$ cat config.mk
export PLATFORM = sky130hd
export DESIGN_NAME = life_gen_ctrl
export DESIGN_NICKNAME = d
export VERILOG_FILES = /design/src/rtl/life_gen_ctrl.sv
export SDC_FILE = /design/constraint.sdc
export NUM_CORES = 1
export LEC_CHECK = 0
export CAP_MARGIN = 20
export CORE_ASPECT_RATIO = 1.1
export CORE_MARGIN = 1
export CORE_UTILIZATION = 43
export DETAILED_ROUTE_END_ITERATION = 8
export HOLD_SLACK_MARGIN = 0.02
export MAX_ROUTING_LAYER = met4
export SLEW_MARGIN = 5
export SYNTH_ARGS = -nofsm -noshare
export SYNTH_HDL_FRONTEND = slang
export SYNTH_SLANG_ARGS = --single-unit
$ cat constraint.sdc
create_clock -name clk -period 13.1 [get_ports clk]
set_input_delay 1.965 -clock clk [delete_from_list [all_inputs] [get_ports clk]]
set_output_delay 1.965 -clock clk [all_outputs]
set_load 0.05 [all_outputs]
$ cat src/rtl/life_gen_ctrl.sv
// life_gen_ctrl: Game of Life generation sequencer over a toroidal grid.
// Ping-pong banks, one shared single-cell evaluator, row readback.
module life_gen_ctrl #(
  parameter int W  = 8,
  parameter int H  = 8,
  parameter int YW = $clog2(H)
) (
  input  logic          clk,
  input  logic          rst,
  input  logic          load_en,
  input  logic [YW-1:0] load_row,
  input  logic [W-1:0]  load_data,
  input  logic          start,
  input  logic [7:0]    gens,
  output logic          busy,
  output logic          done,
  output logic [7:0]    gen_count,
  input  logic [YW-1:0] rd_row,
  output logic [W-1:0]  rd_data,
  output logic          cell_self,
  output logic [7:0]    cell_nbrs,
  input  logic          cell_next
);

  localparam int XW = $clog2(W);

  typedef enum logic [1:0] {
    S_IDLE,
    S_EVAL,
    S_SWAP
  } state_t;

  state_t r_state;
  state_t w_state_nx;

  logic [H-1:0][W-1:0] r_bank0;
  logic [H-1:0][W-1:0] r_bank1;
  logic [H-1:0][W-1:0] w_cur;
  logic                r_cur_sel;
  logic [XW-1:0]       r_x;
  logic [YW-1:0]       r_y;
  logic [7:0]          r_gens;
  logic [7:0]          r_gen_count;
  logic                r_done;

  logic [XW-1:0] w_xm;
  logic [XW-1:0] w_xp;
  logic [YW-1:0] w_ym;
  logic [YW-1:0] w_yp;
  logic          w_x_last;
  logic          w_y_last;
  logic          w_last_cell;
  logic [7:0]    w_cnt_inc;
  logic          w_run_end;

  assign w_cur       = r_cur_sel ? r_bank1 : r_bank0;
  assign w_x_last    = (r_x == XW'(W-1));
  assign w_y_last    = (r_y == YW'(H-1));
  assign w_last_cell = w_x_last && w_y_last;
  assign w_xm        = (r_x == '0) ? XW'(W-1) : r_x - 1'b1;
  assign w_xp        = w_x_last ? '0 : r_x + 1'b1;
  assign w_ym        = (r_y == '0) ? YW'(H-1) : r_y - 1'b1;
  assign w_yp        = w_y_last ? '0 : r_y + 1'b1;
  assign w_cnt_inc   = r_gen_count + 8'd1;
  assign w_run_end   = (w_cnt_inc == r_gens);

  assign busy      = (r_state != S_IDLE);
  assign done      = r_done;
  assign gen_count = r_gen_count;
  assign rd_data   = w_cur[rd_row];

  // State register.
  always_ff @(posedge clk) begin
    if (rst) r_state <= S_IDLE;
    else     r_state <= w_state_nx;
  end

  // Next state and evaluator drive; the evaluator only sees cells in EVAL.
  always_comb begin
    w_state_nx = r_state;
    cell_self  = 1'b0;
    cell_nbrs  = 8'd0;
    unique case (r_state)
      S_IDLE: begin
        if (start && gens != 8'd0) w_state_nx = S_EVAL;
      end
      S_EVAL: begin
        cell_self = w_cur[r_y][r_x];
        cell_nbrs = {w_cur[w_yp][w_xp], w_cur[w_yp][r_x],
                     w_cur[w_yp][w_xm], w_cur[r_y][w_xp],
                     w_cur[r_y][w_xm],  w_cur[w_ym][w_xp],
                     w_cur[w_ym][r_x],  w_cur[w_ym][w_xm]};
        if (w_last_cell) w_state_nx = S_SWAP;
      end
      S_SWAP: begin
        w_state_nx = w_run_end ? S_IDLE : S_EVAL;
      end
      default: w_state_nx = S_IDLE;
    endcase
  end

  // Grid banks, cell cursor, generation counting and done pulse.
  always_ff @(posedge clk) begin
    if (rst) begin
      r_bank0     <= '0;
      r_bank1     <= '0;
      r_cur_sel   <= 1'b0;
      r_x         <= '0;
      r_y         <= '0;
      r_gens      <= 8'd0;
      r_gen_count <= 8'd0;
      r_done      <= 1'b0;
    end else begin
      r_done <= 1'b0;
      unique case (r_state)
        S_IDLE: begin
          if (start) begin
            r_gens      <= gens;
            r_gen_count <= 8'd0;
            r_x         <= '0;
            r_y         <= '0;
            if (gens == 8'd0) r_done <= 1'b1;
          end else if (load_en) begin
            if (r_cur_sel) r_bank1[load_row] <= load_data;
            else           r_bank0[load_row] <= load_data;
          end
        end
        S_EVAL: begin
          if (r_cur_sel) r_bank0[r_y][r_x] <= cell_next;
          else           r_bank1[r_y][r_x] <= cell_next;
          r_x <= w_xp;
          if (w_x_last) r_y <= w_yp;
        end
        S_SWAP: begin
          r_cur_sel   <= ~r_cur_sel;
          r_gen_count <= w_cnt_inc;
          if (w_run_end) r_done <= 1'b1;
        end
        default: ;
      endcase
    end
  end

endmodule

After elaboration in Yosys (flattened, before gate mapping)
Index checks and enable logic that the tools add are counted.
- multiplexer cells: 67
- reductions and logical operators: 20
- order comparisons: 11
- add/subtract/negate cells: 5
- bitwise gates (word level): 1
- equal/unequal tests: 15
- operator list (kind ; count):
    64-bit 2-to-1 mux ; 9
    64-bit bitwise mux ; 4
    64-bit case mux with 2 select lines ; 2
    8-bit binary-select mux with 3-bit select ; 4
    8-bit 2-to-1 mux ; 8
    8-bit demux with 3-bit select ; 2
    3-bit by 4-bit < comparator with 1-bit output, second input constant ; 8
    1-bit binary-select mux with 3-bit select ; 9
    2-bit != test, second input constant ; 10
    3-bit 2-to-1 mux ; 6
    8-bit case mux with 2 select lines ; 1
    1-bit 2-to-1 mux ; 15
    3-bit case mux with 2 select lines ; 2
    5-bit AND reduction ; 2
    3-bit by 1-bit >= comparator with 1-bit output, second input constant ; 3
    8-bit by 1-bit adder with 8-bit output, second input constant ; 1
    8-bit equality test ; 1
    8-bit zero test ; 1
    2-bit AND reduction ; 4
    8-bit nonzero test ; 1
    3-bit by 1-bit adder with 3-bit output, second input constant ; 2
    3-bit equality test, second input constant ; 2
    3-bit zero test ; 2
    2-bit case mux with 3 select lines ; 1
    other kinds (11) ; 19
- input port bits: 27
- register bits after elaboration: 154
- output and inout port bits: 27
- logic and storage cells: 142

Longest topological paths before layout
Gate-level depths: netlist of run 1.
- depth after elaboration: 9
- mapped depth: 14
- depth with buffers taken out: 9

Worst setup path after synthesis of run 1
Ideal clock, no wire load.
- path type: flip-flop to output port
- start point: register r_y[1]
- end point: output cell_nbrs[1]
- arrival: 4.295 ns
- buffers on the path: 4
- data required time: 11.135 ns
- path slack: 6.840 ns
- cell stages (with the launch flop): 14
- cells stage by stage: dfxtp_1 clkbuf_1 buf_2 inv_1 clkbuf_1 ha_1 or3_1 nand2_1 clkbuf_1 o211ai_1 a32o_1 nand3_1 a21oi_1 nor4_1
- cells in the longest elaborated chain, start to end: 7
- RTL lines (element ; line ; text):
    start: declaration ; 41 ; logic [YW-1:0] r_y;
    start signal: assignment ; 132 ; if (w_x_last) r_y <= w_yp;
    3-bit by 1-bit subtractor with 3-bit output / 3-bit zero test (equally long branches) ; 62 ; assign w_ym = (r_y == '0) ? YW'(H-1) : r_y - 1'b1;
    3-bit 2-to-1 mux (*) ; 62 ;
    8-bit binary-select mux with 3-bit select (*) ; 92 ; w_cur[w_ym][r_x], w_cur[w_ym][w_xm]};
    8-bit 2-to-1 mux (not written as such) (*) ; 92 ;
    1-bit binary-select mux with 3-bit select (*) ; 92 ;
    1-bit 2-to-1 mux (not written as such) (*) ; 92 ;
    8-bit 2-to-1 mux (*) ; 83 ; unique case (r_state)
    end: declaration ; 21 ; output logic [7:0] cell_nbrs,
Mark *: on every way between the ends. The rest lies on a longest branch, timed or not. The select of a mux whose other input is x is not followed.

Worst setup path in the final report of run 1
- start point: register r_y[1]
- end point: output cell_nbrs[2]
- cells in the longest elaborated chain, start to end: 7
- RTL lines (element ; line ; text):
    3-bit by 1-bit subtractor with 3-bit output / 3-bit zero test (equally long branches) ; 62 ;
    3-bit 2-to-1 mux (*) ; 62 ;
    8-bit binary-select mux with 3-bit select (*) ; 91 ; w_cur[r_y][w_xm], w_cur[w_ym][w_xp],
    8-bit 2-to-1 mux (not written as such) (*) ; 91 ;
    1-bit binary-select mux with 3-bit select (*) ; 91 ;
    1-bit 2-to-1 mux (not written as such) (*) ; 91 ;
    8-bit 2-to-1 mux (*) ; 83 ;
Marked as above.

==> results by stage, run 1 <==
Global routing:
- The total congestion overflow after global routing is 0.
- The number of global-route vias before repair was between 10,000 and 15,000.
- Entering global routing, the biggest net connects a little under 100 pins.
- The all-layer global routing usage is between 30% and 40%.
- The number of antenna violations at the first check in global routing is 2.
- The global-route wire length before repair is ~68,000 microns.

Clock network:
- The post-cts resize count is 0.
- The post-CTS setup repair buffer count is 0.
- The clock tree synthesis step divided the H-tree into 4 levels.
- The clock slew seen by the registers of the worst setup and hold paths is around 0.07 ns.
- CTS saw between 150 and 200 sinks.
- The number of buffers created by CTS is 17.
- The later pin in the worst-skew pair is clocked with a latency of approximately 0.45 ns.
- The root buffer cell chosen for the clock tree is sky130_fd_sc_hd__clkbuf_16.
- The TritonCTS clock tree is yes.
- The hold buffer count at cts is 0.
- The clock passes through at most 2 buffers.

Yosys:
- The proportion of synthesized flip-flops having asynchronous set or reset is 0%.
- The synthesized design contains ~150 register bits.
- The count of distinct cell types in the synthesized netlist is 65.
- Counting flops with a built-in enable in the synthesized netlist gives 0.
- The share of synthesized area occupied by flip-flops and latches is 27.1%.
- Yosys printed 0 warnings.
- The number of nets in the synthesized netlist is between 1,000 and 1,500.
- Ranked by total cell area, the synthesized netlist is headed by sky130_fd_sc_hd__dfxtp_1 27%, sky130_fd_sc_hd__mux4_2 15%, sky130_fd_sc_hd__a21oi_1 8.2%, sky130_fd_sc_hd__a211oi_1 7.9%, sky130_fd_sc_hd__o21ai_0 4.5%.
- The synthesized cell area is roughly 11,000 sq um.
- The dominant cell type by area after synthesis is sky130_fd_sc_hd__dfxtp_1.
- The commonest cells after synthesis are 187 x sky130_fd_sc_hd__a21oi_1, 154 x sky130_fd_sc_hd__dfxtp_1, 120 x sky130_fd_sc_hd__a211oi_1, 111 x sky130_fd_sc_hd__nand2_1, 102 x sky130_fd_sc_hd__o21ai_0.
- Dividing the synthesized area by the synthesized cell count gives 8.22 sq um.
- Of the post-synthesis cell area, the dominant cell type holds between 20 and 30%.
- The cell with the most instances after synthesis is sky130_fd_sc_hd__a21oi_1.
- The most used flip-flop cell after synthesis is sky130_fd_sc_hd__dfxtp_1.
- The number of instances in the synthesized netlist is roughly 1,400.

Placed design:
- The number of cells in the design after placement is 1,660.
- The total of buffers placed on input and output ports is 53.
- At the placement stage, the worst setup path has a slack of between 6 and 7 ns.
- The HPWL after detailed placement is approximately 31,000 microns.
- In this run the cell area measured after placement is roughly 12,000 sq um.
- The weighted congestion reported at the end of routability-driven placement is ~1.

Timing:
- The clock tree skew after final layout is 0.0137 ns.
- Setup repair after global routing left no endpoint under its margin.
- The worst pin sits at a relative slew slack of 25.9%.
- The summed negative setup slack over all endpoints is 0 ns.
- The clock period minus final worst setup slack is 7.43 ns.
- The max-slew violation count was 0.
- Setup violations remaining at the end of the flow were counted as 0.
- The final-report hold violation count is 0.
- The final worst slack is 5.67 ns.
- The final worst-path cycle share is a little under three fifths.
- Static timing analysis puts the maximum clock frequency at 135 MHz.
- At the pin with the least slew margin, the transition time is 1.11 ns.

Power and ir drop:
- The internal power summed over all cells is ~830 uW.
- Of the total power, the share spent switching nets is a little under 30%.
- Per report_power, the sequential group accounts for a little over two fifths of the total.
- Of the total power, the clock network draws roughly 44%.
- The leakage dissipation is between 3 and 4 nW.
- The combinational share of power is 14.1%.
- The peak supply drop is 71.3 uV.
- In this run the power density over the cells is about 94 nW/um^2.
- The analysis attributes to net switching a power of about 340 uW.

Detailed routing:
- The number of violations reported at the end of detailed-routing iteration 0 is between 1,500 and 2,000.
- The total number of vias is ~12,000.
- The final wirelength is approximately 45,000 microns.
- The detailed-route DRC error count is 0.
- The post-detailed-route via-to-cell ratio is just under 7.
- In the final routed layout, each cell accounts on average for 26.7 microns.
- The count of TritonRoute iterations in the first routing pass is 6.
- The number of routed nets with antenna violations is 0.

Finish:
- The non-filler instance count after layout is 1,691.
- The final layout net count is approximately 1,400.
- The area growth from synthesis to layout is 9.64%.
- The share of final-layout standard cells stronger than drive strength 1 is 12.2%.
- The final instance area is approximately 12,000 sq um.
- The antenna diode instance count is 0.

Floorplanning:
- The core region is between 20,000 and 30,000 sq um.
- Pin placement for this block handled 54 I/O pins.
- For this configuration, the core starts out at a cell density of between 40% and 50%.
- The floorplan step set the die height to roughly 170 microns.
- The full die area is about 27,000 sq um.
- In this run the horizontal extent of the chip is ~160 microns.
- The number of core rows is 62.

Setup path:
- The class of the most critical setup path is reg2out.
- The required arrival time at the worst endpoint is 11.14 ns.
- The arrival time of data at the critical path endpoint is 5.47 ns.
- The biggest fanout along the worst timing path is 34.
- The type of destination of the critical path is an output pin.
- The type of element launching the critical path is a register.

Run:
- The number of max-capacitance violations reported is 0.

Hold path:
- The worst hold path belongs to the class reg2reg.

Status:
- The flow ran to the end, and the final reports show no timing, DRC or antenna violations.
-- flip-flops by register name, indices dropped and copies added, names as in the netlist --
register and cells:
r_y 3, r_state 2, r_bank1 64, r_gens 8, done 1, r_x 3
r_cur_sel 1, gen_count 8, r_bank0 64
-- area by class of cell --
class	count	area, sq um
fillers	2618	13600
multi-input cells	1075	7690
flip-flops and latches	154	3090
repair buffers	65	613
clock buffers	22	485
well taps	352	440
clock inverters	9	110
inverters	14	52.6
-- layer usage --
layer | global-route usage (%) | wire [microns]
met2 | 49.6 | 20000
met1 | 47.4 | 18700
met4 | 13.3 | 1600
met3 | 8.45 | 4910
met5 | - | 0
-- kinds of logic (layout without fill, tap and decap cells) --
logic type                 after synthesis  count (layout)  synth area share (%)
AOI/OAI and AO/OA                      546             546                  29.6
DFF                                    154             154                  27.1
buffers and inverters                  156             110                  5.58
xor gates and xnor gates                13              13                  1.00
adders and majority gates                9               9                 0.989
and+or+nand+nor                        375             375                  15.8
muxes                                  132             132                  20.0
-- stage by stage --
stage	total power, mW	hold WS, ns	util, %
after floorplan	0.606	0.448	-
after global placement	0.661	0.459	45.6
after detailed placement	0.662	0.463	45.6
after CTS	1.17	0.471	47.9
after global routing	1.21	0.494	47.9
final	1.18	0.468	47.9
-- power groups by stage --
| stage | combinational [mW] | sequential, mW | clock, mW |
|---|---|---|---|
| after detailed placement | 0.161 | 0.501 | 0 |
| after floorplan | 0.111 | 0.495 | 0 |
| after CTS | 0.161 | 0.490 | 0.520 |
| final | 0.166 | 0.491 | 0.518 |
| after global placement | 0.160 | 0.501 | 0 |
| after global routing | 0.177 | 0.492 | 0.542 |
-- final timing paths --
path                                start      endpoint  slack [ns]  cells past startpoint
worst max-delay path               r_y[1]  cell_nbrs[2]        5.67                     11
worst min-delay path            r_gens[1]     r_gens[1]        0.47                      2
worst max register to register     r_y[2]   r_bank1[50]        9.83                      6
worst min register to register  r_gens[1]     r_gens[1]        0.47                      2
-- placed cells by master, fill, tap and decap left out, types with 14 or more instances in the layout --
cell	Yosys	routed
sky130_fd_sc_hd__dfxtp_1	154	152
sky130_fd_sc_hd__a22oi_1	14	14
sky130_fd_sc_hd__a21oi_1	187	187
sky130_fd_sc_hd__clkbuf_16	0	18
sky130_fd_sc_hd__nand3_1	32	32
sky130_fd_sc_hd__o22ai_1	47	47
sky130_fd_sc_hd__nand2_1	111	111
sky130_fd_sc_hd__mux2_2	24	24
sky130_fd_sc_hd__nand2b_1	30	30
sky130_fd_sc_hd__mux2i_1	34	34
sky130_fd_sc_hd__a211oi_1	120	120
sky130_fd_sc_hd__o21ai_0	102	102
sky130_fd_sc_hd__nor3_1	43	42
sky130_fd_sc_hd__mux4_2	74	74
sky130_fd_sc_hd__nor2_1	92	91
sky130_fd_sc_hd__clkdlybuf4s50_1	0	51
-- critical path, cell delays in order (launching register included) --
cell and delay (ns):
sky130_fd_sc_hd__dfxtp_2 0.31, sky130_fd_sc_hd__buf_4 0.42, sky130_fd_sc_hd__inv_1 0.39, sky130_fd_sc_hd__ha_1 0.34, sky130_fd_sc_hd__nor2b_4 0.19, sky130_fd_sc_hd__nor2_4 0.55
sky130_fd_sc_hd__mux4_2 0.58, sky130_fd_sc_hd__a221oi_1 0.54, sky130_fd_sc_hd__nor2_1 0.15, sky130_fd_sc_hd__mux4_2 0.50, sky130_fd_sc_hd__a211o_1 0.30, sky130_fd_sc_hd__clkdlybuf4s50_1 0.70
Note: power is estimated with default switching activity, not from simulation.
==> run 2, diff against run 1 <==
clock period = 6.4 ns   (was 13.1 ns; I/O delays follow)
==> run 2 against run 1 <==
Against the previous run:
- cell area grew 0.33%
- non-clock buffer count increased by 9
- clock skew fell by 0.0040 ns
- core utilization up 0.16 points
- critical path depth is 1 lower
- count of clock-buffer cells in the layout down 1
- combinational power increased by 110%
- critical endpoint is now cell_nbrs[6]
- register-to-register slack lost 7.1 ns
==> results by stage, run 2 (synthesized netlist as in run 1, its figures left out) <==
Setup path:
- The critical path is of the reg2out type.
- The worst stage delay on the critical path came to 0.89 ns (+0.19 ns).
- The arrival time of data at the critical path endpoint is 4.69 ns (-0.78 ns).
- The biggest fanout along the worst timing path came to 20 (-41%).
- The required arrival time at the worst endpoint came to 5.44 ns (-5.70 ns).
- Broken down by cell family, the worst path's largest delay share belongs to simple AND/OR/NAND/NOR gates.
- The critical path goes through ha_1 > ha_1 > nor2_4 > mux4_2 > nor2_1 > nor4_1 > o221ai_1 > a21oi_1 > o221a_2 > clkdlybuf4s50_1.
- The buffers plus inverters on the worst setup path is 1 (-2).
- The register-to-register setup slack is 2.72 ns (-7.11 ns).
- The critical path's most frequent cell is sky130_fd_sc_hd__ha_1.
- Among all stages on the critical path, the largest delay is contributed by sky130_fd_sc_hd__nor4_1.
- The type of element launching the critical path is a register.
- STA classifies the critical path endpoint as an output pin.

Timing:
- The summed negative setup slack over all endpoints came to 0 ns (unchanged).
- The max-slew violation count was 0 (unchanged).
- The transition time of the tightest slew-check pin was 1.16 ns (+0.0509 ns).
- The worst-case headroom to the max-slew limit is 22.7% (-3.2 points).
- Based on the critical path, the design can be clocked at up to between 150 and 200 MHz.
- The final worst-path cycle share is between 80% and 90%.
- Setup repair after global routing left no endpoint under its margin.
- The final worst slack is 0.747 ns (-4.92 ns).
- Counting I/O delays and the setup requirement, the final critical path takes roughly 5.7 ns.
- The final-report hold violation count is 0 (unchanged).
- The number of endpoints failing setup at the final stage is 0 (unchanged).
- The clock tree skew after final layout is 0.00965 ns (-0.00404 ns).

Finish:
- The non-filler instance count after layout came to 1,699 (+0.47%).
- The antenna diode instance count was 0 (unchanged).
- In the final layout, the registers with the most flip-flops are r_bank0 x64, r_bank1 x64.
- The fill cell total of the finished layout came to 2,571 (-1.8%).
- The area growth from synthesis to final layout is 10.0%.
- The area of combinational cells with multiple inputs came to 7690 sq um (unchanged).
- The area used by sequential logic in the layout came to 3090 sq um (unchanged).
- The share of final-layout standard cells stronger than drive strength 1 is 12.9% (+0.74 points).
- The most common library cell in the layout ignoring fill and taps is sky130_fd_sc_hd__a21oi_1.
- In the layout the commonest cells are 187 x sky130_fd_sc_hd__a21oi_1, 152 x sky130_fd_sc_hd__dfxtp_1, 120 x sky130_fd_sc_hd__a211oi_1, 111 x sky130_fd_sc_hd__nand2_1, 102 x sky130_fd_sc_hd__o21ai_0.
- The final layout net count was 1,372 (+0.66%).

Detailed routing:
- The total number of vias is 11,715 (+0.45%).
- The count of TritonRoute iterations in the first routing pass is 5 (-1).
- The routed length per instance is 26.6 microns (-0.48%).
- The final wirelength is 45,200 microns (about the same).
- The post-detailed-route via-to-cell ratio was 6.90 (about the same).
- The number of routed nets with antenna violations was 0 (unchanged).
- The number of violations reported at the end of detailed-routing iteration 0 is 1,592 (-1.0%).
- The detailed-route DRC error count is 0 (unchanged).

Run:
- The number of max-capacitance violations reported is 0 (unchanged).

Placed design:
- The total of buffers placed on input and output ports is 53 (unchanged).
- The post-place setup slack came to 1.27 ns (-4.95 ns).
- The weighted congestion reported at the end of routability-driven placement is 1.01 (+3.7%).
- The HPWL after detailed placement is 31,600 microns (+0.91%).
- The number of cells in the design after placement was 1,669 (+0.54%).

Clock network:
- The number of buffers created by CTS is 17 (unchanged).
- The hold buffer count at cts came to 0 (unchanged).
- The TritonCTS clock tree is yes.
- The clock slew seen by the registers of the worst setup and hold paths is 0.06 ns (about the same).
- The root buffer cell is sky130_fd_sc_hd__clkbuf_16.
- The largest buffer count on any clock path is 2 (unchanged).
- The post-CTS setup repair buffer count is 0 (unchanged).
- The number of sinks handled by clock tree synthesis was 154 (unchanged).
- The latest clock arrival within the worst-skew pair is 0.45 ns (about the same).
- The post-cts resize count is 0 (unchanged).
- The number of H-tree branching levels is 4 (unchanged).

Floorplanning:
- The floorplan die height is 173 microns (unchanged).
- The number of core rows came to 62 (unchanged).
- The number of primary I/O pins came to 54 (unchanged).
- The starting density of the core was 43.7% (unchanged).
- The area of the core came to 26,100 sq um (unchanged).
- The full die area is 27,100 sq um (unchanged).
- The width of the die is 157 microns (unchanged).

Power and ir drop:
- The power per unit of standard cell area is 187 nW/um^2 (+98%).
- The switching component of the power is 689 uW (+100%).
- The internal power summed over all cells came to 1.65 mW (+98%).
- The switching share of power is 29.5% (+0.16 points).
- The clock share of power is 42.4% (-1.7 points).
- The peak supply drop came to 147 uV (+110%).
- The leakage dissipation came to 3.81 nW (+0.67%).
- The combinational share of power is 14.7% (+0.6 points).
- The share of total power in sequential cells is 43.0% (+1.2 points).

Global routing:
- The total congestion overflow after global routing is 0 (unchanged).
- The number of global-route vias before repair is 10,715 (+2.5%).
- The number of antenna violations at the first check in global routing came to 1 (-1).
- The global-route wire length before repair came to 67,800 microns (about the same).
- The all-layer global routing usage is 34.7% (-0.14 points).
- The largest net degree at the start of global routing is 99 (+1.0%).

Hold path:
- The path type of the worst min-delay path is reg2reg.

Status:
- The run finished with clean final reports.
## run 2: path summary, 6_finish.rpt
| check | startpoint | end | depth (start not counted) |
|---|---|---|---|
| setup / recovery | r_y[0] | cell_nbrs[6] | 10 |
| hold / removal | r_gens[1] | r_gens[1] | 2 |
| setup reg to reg | r_cur_sel | r_bank1[14] | 7 |
| hold reg to reg | r_gens[1] | r_gens[1] | 2 |
## run 2: metal layers
metal	routed length [microns]	part of all wire (%)	up-vias	track usage (%)
li1	-	-	5238	-
met1	18800	42	5701	46.0
met2	20100	44	669	50.7
met3	4470	9.9	107	7.49
met4	1870	4.1	0	14.8
met5	0	0	-	-
## run 2: power by group through the flow
stage          Clock, mW  Sequential [mW]  Combinational (mW)
2_1_floorplan          0             1.01               0.227
3_3_place_gp           0             1.02               0.333
3_5_place_dp           0             1.02               0.334
4_1_cts             1.00             1.00               0.335
5_1_grt             1.04             1.01               0.364
6_report           0.991             1.00               0.343
## run 2: metrics by stage
step | instance area (sq um) | util, % | hold WS (ns) | total power, mW
6_report | 12500 | 48.0 | 0.471 | 2.34
5_1_grt | 12500 | 48.0 | 0.488 | 2.41
2_1_floorplan | 11400 | - | 0.448 | 1.24
4_1_cts | 12500 | 48.0 | 0.472 | 2.34
3_5_place_dp | 12000 | 45.9 | 0.463 | 1.36
3_3_place_gp | 12000 | 45.9 | 0.460 | 1.36
## run 2: cell type report
cell class	instances	share of cell area, %
Clock buffer	21	3.76
Sequential cell	154	24.7
Inverter	14	0.420
Timing Repair Buffer	74	5.50
Tap cell	352	3.52
Multi-Input combinational cell	1075	61.4
Clock inverter	9	0.729
## run 2: worst min-delay path, cell delays in order (launching register included)
cell                      delay, ns
sky130_fd_sc_hd__dfxtp_1       0.32
sky130_fd_sc_hd__nand2_1       0.05
sky130_fd_sc_hd__a21oi_1       0.05
